**config.mk**
```make
export PLATFORM = sky130hd
export DESIGN_NAME = ex_mem_stage
export DESIGN_NICKNAME = d
export VERILOG_FILES = /design/src/rtl/ex_mem_stage.sv
export SDC_FILE = /design/constraint.sdc
export NUM_CORES = 1
export LEC_CHECK = 0
export BUFFER_PORTS_ARGS = -buffer_cell sky130_fd_sc_hd__buf_4
export CAP_MARGIN = 20
export CELL_PAD_IN_SITES_DETAIL_PLACEMENT = 0
export CELL_PAD_IN_SITES_GLOBAL_PLACEMENT = 1
export CORE_MARGIN = 5
export CORE_UTILIZATION = 43
export DETAILED_ROUTE_END_ITERATION = 8
export PLACE_DENSITY = 0.8
export SYNTH_ARGS = -nofsm -noshare
export SYNTH_HDL_FRONTEND = slang
export SYNTH_SLANG_ARGS = --single-unit
```
**constraint.sdc**
```tcl
create_clock -name clk -period 6.1 [get_ports clk]
set_clock_uncertainty 0.1 [all_clocks]
set_input_delay 0.305 -clock clk [delete_from_list [all_inputs] [get_ports clk]]
set_output_delay 0.305 -clock clk [all_outputs]
set_load 0.01 [all_outputs]
```
**src/rtl/ex_mem_stage.sv**
```systemverilog
`default_nettype none
// ============================================================================
// Module      : ex_mem_stage
// Description : MIPS execute stage plus EX/MEM pipeline register.
//               Forwarding muxes, ALU, branch resolution and a 32-iteration
//               shift-add multiplier that stalls the front of the pipeline.
// Ports       : clk, rst_n (async, active low), clr (sync flush)
//               ID/EX control : RFWEE MtoRFSelE DMWEE BranchE ALUInSelE
//                               RFDSelE ALUSelE[3:0]
//               ID/EX data    : ALUIn1E DMdInE SImmE PCp1E [31:0], rtE rdE [4:0]
//               Hazard unit   : ForwardAE ForwardBE [1:0], ResultW [31:0]
//               Outputs       : StallE PCSrcE PCBranchE[31:0]
//                               RFWEM MtoRFSelM DMWEM ALUOutM DMdInM RFAM
// Revision    : 1.0 - initial release
// ============================================================================
module ex_mem_stage (
  input  logic        clk,
  input  logic        rst_n,
  input  logic        clr,
  input  logic        RFWEE,
  input  logic        MtoRFSelE,
  input  logic        DMWEE,
  input  logic        BranchE,
  input  logic        ALUInSelE,
  input  logic        RFDSelE,
  input  logic [3:0]  ALUSelE,
  input  logic [31:0] ALUIn1E,
  input  logic [31:0] DMdInE,
  input  logic [31:0] SImmE,
  input  logic [31:0] PCp1E,
  input  logic [4:0]  rtE,
  input  logic [4:0]  rdE,
  input  logic [1:0]  ForwardAE,
  input  logic [1:0]  ForwardBE,
  input  logic [31:0] ResultW,
  output logic        StallE,
  output logic        PCSrcE,
  output logic [31:0] PCBranchE,
  output logic        RFWEM,
  output logic        MtoRFSelM,
  output logic        DMWEM,
  output logic [31:0] ALUOutM,
  output logic [31:0] DMdInM,
  output logic [4:0]  RFAM
);

  localparam logic [1:0] S_IDLE = 2'd0;
  localparam logic [1:0] S_BUSY = 2'd1;
  localparam logic [1:0] S_DONE = 2'd2;

  localparam logic [3:0] OP_AND = 4'b0000;
  localparam logic [3:0] OP_OR  = 4'b0001;
  localparam logic [3:0] OP_ADD = 4'b0010;
  localparam logic [3:0] OP_XOR = 4'b0011;
  localparam logic [3:0] OP_SLL = 4'b0100;
  localparam logic [3:0] OP_SUB = 4'b0110;
  localparam logic [3:0] OP_SLT = 4'b0111;
  localparam logic [3:0] OP_MUL = 4'b1000;
  localparam logic [3:0] OP_NOR = 4'b1100;

  logic [1:0]  r_state;
  logic [31:0] r_mcand;
  logic [31:0] r_mplier;
  logic [31:0] r_acc;
  logic [4:0]  r_cnt;

  logic [31:0] w_srcA;
  logic [31:0] w_fwdB;
  logic [31:0] w_srcB;
  logic [31:0] w_alu;
  logic [31:0] w_result;
  logic [31:0] w_addend;
  logic        w_launch;
  logic [4:0]  w_dest;

  // Forwarding: 10 = MEM-stage ALU result, 01 = write-back value, else register.
  always_comb begin
    case (ForwardAE)
      2'b10:   w_srcA = ALUOutM;
      2'b01:   w_srcA = ResultW;
      default: w_srcA = ALUIn1E;
    endcase
    case (ForwardBE)
      2'b10:   w_fwdB = ALUOutM;
      2'b01:   w_fwdB = ResultW;
      default: w_fwdB = DMdInE;
    endcase
  end

  assign w_srcB = ALUInSelE ? SImmE : w_fwdB;

  // Single-cycle ALU; MUL yields 0 here because its result comes from r_acc.
  always_comb begin
    case (ALUSelE)
      OP_AND:  w_alu = w_srcA & w_srcB;
      OP_OR:   w_alu = w_srcA | w_srcB;
      OP_ADD:  w_alu = w_srcA + w_srcB;
      OP_SUB:  w_alu = w_srcA - w_srcB;
      OP_SLT:  w_alu = {31'b0, ($signed(w_srcA) < $signed(w_srcB))};
      OP_NOR:  w_alu = ~(w_srcA | w_srcB);
      OP_XOR:  w_alu = w_srcA ^ w_srcB;
      OP_SLL:  w_alu = w_srcB << SImmE[10:6];
      default: w_alu = 32'b0;
    endcase
  end

  // In DONE the held MUL instruction is still on the inputs; its result is the
  // accumulated product.
  assign w_result  = (r_state == S_DONE) ? r_acc : w_alu;
  assign PCSrcE    = BranchE & (w_result == 32'b0);
  assign PCBranchE = PCp1E + SImmE;

  assign w_launch  = (r_state == S_IDLE) && (ALUSelE == OP_MUL) && !clr;
  assign StallE    = w_launch || (r_state == S_BUSY);
  assign w_addend  = r_mplier[0] ? r_mcand : 32'b0;
  assign w_dest    = RFDSelE ? rdE : rtE;

  // Shift-add multiplier. Operands are sampled once at launch, so forwarded
  // values changing during BUSY have no effect on the product.
  always_ff @(posedge clk or negedge rst_n) begin
    if (!rst_n) begin
      r_state  <= S_IDLE;
      r_mcand  <= 32'b0;
      r_mplier <= 32'b0;
      r_acc    <= 32'b0;
      r_cnt    <= 5'b0;
    end else if (clr) begin
      r_state <= S_IDLE;
      r_acc   <= 32'b0;
      r_cnt   <= 5'b0;
    end else begin
      case (r_state)
        S_IDLE: begin
          if (w_launch) begin
            r_mcand  <= w_srcA;
            r_mplier <= w_srcB;
            r_acc    <= 32'b0;
            r_cnt    <= 5'b0;
            r_state  <= S_BUSY;
          end
        end
        S_BUSY: begin
          r_acc    <= r_acc + w_addend;
          r_mcand  <= r_mcand << 1;
          r_mplier <= r_mplier >> 1;
          r_cnt    <= r_cnt + 5'd1;
          if (r_cnt == 5'd31) begin
            r_state <= S_DONE;
          end
        end
        S_DONE:  r_state <= S_IDLE;
        default: r_state <= S_IDLE;
      endcase
    end
  end

  // EX/MEM register: a stall or flush inserts a fully zeroed bubble.
  always_ff @(posedge clk or negedge rst_n) begin
    if (!rst_n) begin
      RFWEM     <= 1'b0;
      MtoRFSelM <= 1'b0;
      DMWEM     <= 1'b0;
      ALUOutM   <= 32'b0;
      DMdInM    <= 32'b0;
      RFAM      <= 5'b0;
    end else if (clr || StallE) begin
      RFWEM     <= 1'b0;
      MtoRFSelM <= 1'b0;
      DMWEM     <= 1'b0;
      ALUOutM   <= 32'b0;
      DMdInM    <= 32'b0;
      RFAM      <= 5'b0;
    end else begin
      RFWEM     <= RFWEE;
      MtoRFSelM <= MtoRFSelE;
      DMWEM     <= DMWEE;
      ALUOutM   <= w_result;
      DMdInM    <= w_fwdB;
      RFAM      <= w_dest;
    end
  end

endmodule
`default_nettype wire

```
==> results.sh, run 1 <==
export IMPL_die_area_um2=48700
export IMPL_synthAdderAreaFrac=0.114
export IMPL_start_util=0.434
export IMPL_tightest_slew_ns=1.05
export IMPL_gp_congestion=1.04
export IMPL_stdcell_area_um2=23900
export IMPL_peakVddDrop_uv=208
export IMPL_postRouteWirelength_um=91500
export IMPL_dr_total_vias=22000
export IMPL_fin_nets=3254
export IMPL_status="completed"
export IMPL_hpwl_um=72500
export IMPL_core_area_um2=44000
export IMPL_crit_arrival_ns=5.53
export IMPL_register_area_um2=4380
export IMPL_worst_setup_path_start_kind="register"
export IMPL_dieWidth_um=221
export IMPL_final_fill_count=4311
export IMPL_relSlewSlack=0.295
export IMPL_grtUsageTotal=0.363
export IMPL_final_util=0.542
export IMPL_clock_tree_buffer_depth=2
export IMPL_syn_area_um2=19100
export IMPL_layout_common_cells="buf_4 (479), nand2_1 (346), nor2_1 (239), o21ai_0 (224), dfrtp_1 (174)"
export IMPL_cts_made_buffers=17
export IMPL_ys_seq_elements=175
export IMPL_multi_input_area_um2=13800
export IMPL_powerDensity_nw_per_um2=219
export IMPL_yosysUniqueCellTypes=86
export IMPL_port_buffers=292
export IMPL_synthCells=2538
export IMPL_htreeDepth=4
export IMPL_syn2layout_area_growth_pct=25.1
export IMPL_ys_warn_count=0
export IMPL_grt_pass1_vias=21000
export IMPL_finalHoldViolCount=0
export IMPL_avgViaCountPerCell=6.28
export IMPL_antenna_found_initial=1
export IMPL_synth_top_family_by_area="compound AO/OA/AOI/OAI gates"
export IMPL_clk_latency_ns=0.49
export IMPL_syn_num_nets=2897
export IMPL_post_route_min_period_ns=5.94
export IMPL_cp_required_ns=5.69
export IMPL_path_max_fanout=3
export IMPL_drv_slew=0
export IMPL_drc=0
export IMPL_final_common_cell="buf_4"
export IMPL_die_h_um=221
export IMPL_async_flop_share=1.00
export IMPL_grt_max_degree=66
export IMPL_worst_r2r_path_depth=15
export IMPL_fmax_mhz=168
export IMPL_yosys_most_used_dff="dfrtp_1"
export IMPL_seq_area_frac_synth=0.229
export IMPL_grt_pass1_wl_um=134000
export IMPL_overflow=0
export IMPL_rows=77
export IMPL_endpoint_kind="output pin"
export IMPL_cts_sinks=175
export IMPL_drt_iter0_markers=2531
export IMPL_cts_tree="built"
export IMPL_io_pins=293
export IMPL_synth_simple_area_share=0.210
export IMPL_synthXorXnorAreaFrac=0.0298
export IMPL_ant_nets=0
export IMPL_path_clk_slew_ns=0.08
export IMPL_synth_area_per_cell_um2=7.52
export IMPL_min_path_type="in -> reg"
export IMPL_synth_edf_count=0
export IMPL_cellLeakagePower_uw=0.0112
export IMPL_ys_top_cells_by_area="dfrtp_1 (23%), ha_1 (11%), nand2_1 (6.8%), o21ai_0 (6.1%), nor2_1 (4.7%)"
export IMPL_dpl_cell_area_um2=22900
export IMPL_clockRootBuffer="clkbuf_16"
export IMPL_drive_gt1_frac=0.220
export IMPL_maxCapViolCount=0
export IMPL_yosysTopAreaCell="dfrtp_1"
export IMPL_dr_pass1_iters=6
export IMPL_synth_compound_area_frac=0.305
export IMPL_hold_depth=3
export IMPL_finalCritPeriodShare=0.973
export IMPL_worstSetupPathType="reg -> out"
export IMPL_routedWlPerCell_um=26.1
export IMPL_synth_mux_area_fraction=0.0518
export IMPL_synth_top_area_frac=0.229
export IMPL_setup_violations=0
==> timing repair <==
action                                  CTS  global route
hold endpoints to repair                 70             0
endpoints found under the setup margin    1             1
hold buffers                             18             0
setup buffers                             0             1
gates resized for setup                   5            50
pin swaps                                 0             3
==> metal layers <==
metal  wire (um)  vias to the layer above  global-route usage  share of wire
li1            -                     9945                   -              -
met1       39100                    10600               0.504           0.43
met2       39200                     1275               0.552           0.43
met3        9860                      189              0.0877           0.11
met4        3420                        0               0.127          0.037
met5           0                        -                   0              0
==> flip-flops by register name, indices dropped and copies added (netlist names) <==
register and cells:
ALUOutM 32, DMdInM 32, r_acc 32, r_mcand 32, r_mplier 32, RFAM 5, r_cnt 5, r_state 2
DMWEM 1, MtoRFSelM 1, RFWEM 1
==> critical path, cell delays in order (launching register included) <==
cell and delay, ns:
dfrtp_2 0.49, a22oi_1 0.16, nor2_1 0.07, a21oi_2 0.21
ha_1 0.23, inv_1 0.08, fa_1 0.47, nor3b_2 0.20
o31ai_4 0.30, buf_4 0.19, nand2_1 0.09, a221o_1 0.37
mux2i_2 0.23, a31o_2 0.25, nand3_2 0.12, a2111oi_4 0.36
nand4_1 0.27, nor4b_2 0.32, nand4_1 0.16, nor4_2 0.28
buf_4 0.18
==> per-stage QoR <==
stage	setup slack [ns]	power, uW	hold WS [ns]	TNS [ns]	cells
final	0.163	5220	0.0256	0	3501
after floorplan	0.479	2890	-0.0906	0	2538
after global routing	-0.0112	5500	0.0222	-0.0112	3501
after CTS	0.0472	5130	0.00404	0	3497
after global placement	-0.151	3940	0.215	-0.151	3447
after detailed placement	-0.123	3960	0.220	-0.123	3447
==> cells by family (layout without fill, tap and decap cells) <==
family / after synthesis / after routing
XOR/XNOR: 65 / 65
multiplexers: 78 / 78
AND/OR/NAND/NOR: 882 / 882
buffers and inverters: 295 / 665
other: 0 / 1
flip-flops: 175 / 175
adder cells (fa/ha/maj): 172 / 172
AO/OA/AOI/OAI: 871 / 871
==> Yosys cell counts (14+ instances only) <==
cell type,number
nand2_1,346
and2_1,57
nand3_1,39
a221o_1,35
nor3_1,52
buf_1,17
a21oi_1,174
a221oi_1,32
buf_2,14
clkbuf_1,128
o31ai_1,23
mux2i_1,47
o22ai_1,21
a31oi_1,55
a22oi_1,42
o211ai_1,22
nor2_1,241
xnor2_1,44
o21bai_1,19
inv_1,130
nor2b_1,29
xor2_1,21
or2_2,14
dfrtp_1,175
and3_1,18
mux4_2,15
o21a_1,14
a211oi_1,20
a21o_1,33
mux2_2,16
a222oi_1,14
ha_1,168
o21ai_0,234
nand2b_1,35
==> final timing paths <==
kind | from | to | slack [ns]
hold reg to reg | r_mplier[29]$_DFFE_PN0P_ | r_mplier[29]$_DFFE_PN0P_ | 0.38
hold / removal | DMdInE[30] | DMdInM[30]$_DFF_PN0_ | 0.03
setup reg to reg | r_mplier[0]$_DFFE_PN0P_ | r_acc[26]$_DFFE_PN0P_ | 1.28
max in group asynchronous | rst_n | ALUOutM[0]$_DFF_PN0_ | 4.31
setup / recovery | ALUOutM[0]$_DFF_PN0_ | PCSrcE | 0.16
min in group asynchronous | rst_n | r_cnt[4]$_DFFE_PN0P_ | 0.25
==> report_power, final <==
| group | leakage (uW) | switching, uW | internal [uW] |
|---|---|---|---|
| clock network | 0.000291 | 564 | 581 |
| logic | 0.00859 | 1570 | 1070 |
| registers | 0.00229 | 116 | 1320 |
==> area by class of cell <==
cell class,instances,share of cell area
antenna,1,0.000105
tap,592,0.0310
clock buffer,17,0.0178
sequential,175,0.183
inverter,132,0.0207
timing repair buffer,501,0.161
clock inverter,15,0.00681
multi-input combinational,2068,0.579
(Power assumes the default switching activity.)
==> run 2, diff against run 1 <==
Settings changed: BUFFER_PORTS_ARGS -buffer_cell sky130_fd_sc_hd__buf_4 to -buffer_cell sky130_fd_sc_hd__buf_2.
==> run 2 against run 1 <==
Effect of this change: design area is 2.6% lower; register-to-register slack got worse by 0.19 ns; flip-flop and latch count did not move; sequential power barely moved; global-route usage up 0.32 points; clock power up 3%; setup slack better by 0.082 ns; critical path type is now in -> out; critical endpoint unchanged.
==> results.sh, run 2 (synthesis results as in run 1) <==
export IMPL_status="completed"
export IMPL_io_pins=293
export IMPL_path_max_fanout=16
export IMPL_relSlewSlack=0.263
export IMPL_start_util=0.434
export IMPL_cp_num_buf_inv=6
export IMPL_grt_pass1_wl_um=134000
export IMPL_layout_common_cells="nand2_1 (346), buf_2 (291), nor2_1 (240), o21ai_0 (231), buf_4 (205)"
export IMPL_avgViaCountPerCell=6.28
export IMPL_maxCapViolCount=0
export IMPL_post_route_min_period_ns=5.86
export IMPL_rows=77
export IMPL_die_area_um2=48700
export IMPL_final_util=0.528
export IMPL_crit_arrival_ns=5.45
export IMPL_hpwl_um=73600
export IMPL_path_delay_family="compound AO/OA/AOI/OAI gates"
export IMPL_worstSetupPathType="in -> out"
export IMPL_dieWidth_um=221
export IMPL_cts_tree="built"
export IMPL_postRouteWirelength_um=92200
export IMPL_grt_pass1_vias=20800
export IMPL_worst_setup_path_start_kind="input port"
export IMPL_powerDensity_nw_per_um2=223
export IMPL_antenna_found_initial=3
export IMPL_tightest_slew_ns=1.10
export IMPL_cellLeakagePower_uw=0.0111
export IMPL_overflow=0
export IMPL_gp_congestion=1.06
export IMPL_drive_gt1_frac=0.217
export IMPL_dr_pass1_iters=6
export IMPL_dr_total_vias=22100
export IMPL_crit_chain="buf_2 -> inv_1 -> ha_2 -> buf_4 -> buf_4 -> a22oi_1 -> o21ai_0 -> mux2i_1 -> buf_4 -> ha_1 -> a21oi_1 -> a21boi_0 -> a31oi_1 -> a21bo_2 -> o21ai_0 -> a2bb2oi_1 -> o21ai_0 -> nand3b_1 -> nor4b_2 -> nand4_1 -> nor4_2 -> buf_2"
export IMPL_htreeDepth=4
export IMPL_cts_made_buffers=17
export IMPL_hold_ws_ns=0.0369
export IMPL_grt_max_degree=76
export IMPL_die_h_um=221
export IMPL_final_common_cell="nand2_1"
export IMPL_min_path_type="in -> reg"
export IMPL_fmax_mhz=171
export IMPL_grtUsageTotal=0.366
export IMPL_setup_violations=0
export IMPL_path_clk_slew_ns=0.07
export IMPL_finalHoldViolCount=0
export IMPL_setup_slack_ns=0.245
export IMPL_peakVddDrop_uv=217
export IMPL_endpoint_kind="output pin"
export IMPL_rsz0062_at_grt="no"
export IMPL_clockRootBuffer="clkbuf_16"
export IMPL_cts_setup_buffers=0
export IMPL_clk_latency_ns=0.51
export IMPL_syn2layout_area_growth_pct=21.9
export IMPL_max_stage_delay_ns=0.47
export IMPL_crit_slowest_cell="o21ai_0"
export IMPL_cp_required_ns=5.69
export IMPL_drc=0
export IMPL_ant_nets=0
export IMPL_finalCritPeriodShare=0.960
export IMPL_drv_slew=0
export IMPL_cts_sinks=175
export IMPL_routedWlPerCell_um=26.2
export IMPL_fin_nets=3272
export IMPL_core_area_um2=44000
export IMPL_setup_tns_ns=0
export IMPL_drt_iter0_markers=2733
export IMPL_port_buffers=292
export IMPL_clock_tree_buffer_depth=2
export IMPL_post_place_ws_ns=0.136
==> run 2: path summary, 6_finish.rpt <==
check	startpoint	to	slack (ns)	depth (start not counted)
setup / recovery	ForwardBE[0]	PCSrcE	0.24	22
min in group asynchronous	rst_n	r_cnt[4]$_DFFE_PN0P_	0.31	2
setup reg to reg	r_mplier[0]$_DFFE_PN0P_	r_acc[26]$_DFFE_PN0P_	1.09	15
max in group asynchronous	rst_n	ALUOutM[27]$_DFF_PN0_	4.38	3
hold / removal	DMdInE[30]	DMdInM[30]$_DFF_PN0_	0.04	3
hold reg to reg	r_mplier[5]$_DFFE_PN0P_	r_mplier[5]$_DFFE_PN0P_	0.39	2
==> run 2: what timing repair did <==
| item | CTS | global route |
|---|---|---|
| hold buffers | 17 | 0 |
| setup endpoints to repair | 0 | 1 |
| hold endpoints to repair | 84 | 0 |
| resized for setup | 0 | 27 |
==> run 2: worst register-to-register path, cell delays in order (launching register included) <==
cell and delay, ns:
dfrtp_1 0.38, buf_4 0.22, and2_1 0.17, ha_1 0.23, fa_1 0.46, a21o_1 0.20, a21o_1 0.21, a2111oi_0 0.60
o21ai_0 0.28, a2111oi_0 0.57, o21ai_0 0.26, a31oi_1 0.31, o21bai_1 0.15, a31o_2 0.25, a211o_1 0.28, a32o_1 0.25
==> run 2: through the flow <==
stage                     total power [uW]  instance area, um2  cells
final                                 5200               23300   3519
after global routing                  5460               23300   3519
after CTS                             5110               23100   3515
after detailed placement              3910               22300   3467
after global placement                3890               22300   3467
after floorplan                       2890               19100   2538
==> run 2: layer usage <==
layer  share of wire  wire length, um  GRT usage  vias to the layer above
li1                -                -          -                     9986
met1            0.43            39600      0.517                    10700
met2            0.42            39000      0.547                     1272
met3            0.11            10400     0.0934                      172
met4           0.034             3130      0.123                        2
met5        0.000076                7          0                        -
==> run 2: layout make-up <==
class	count	area, um2
fillers	4366	20800
flip-flops and latches	175	4380
diodes	2	5.00
repair buffers	519	3280
well taps	592	741
clock inverters	14	180
clock buffers	17	425
inverters	132	495
multi-input cells	2068	13800
==> run 2: power breakdown <==
group	total (uW)	switching [uW]	internal, uW
Sequential	1440	116	1320
Combinational	2570	1570	1000
Clock	1190	538	647
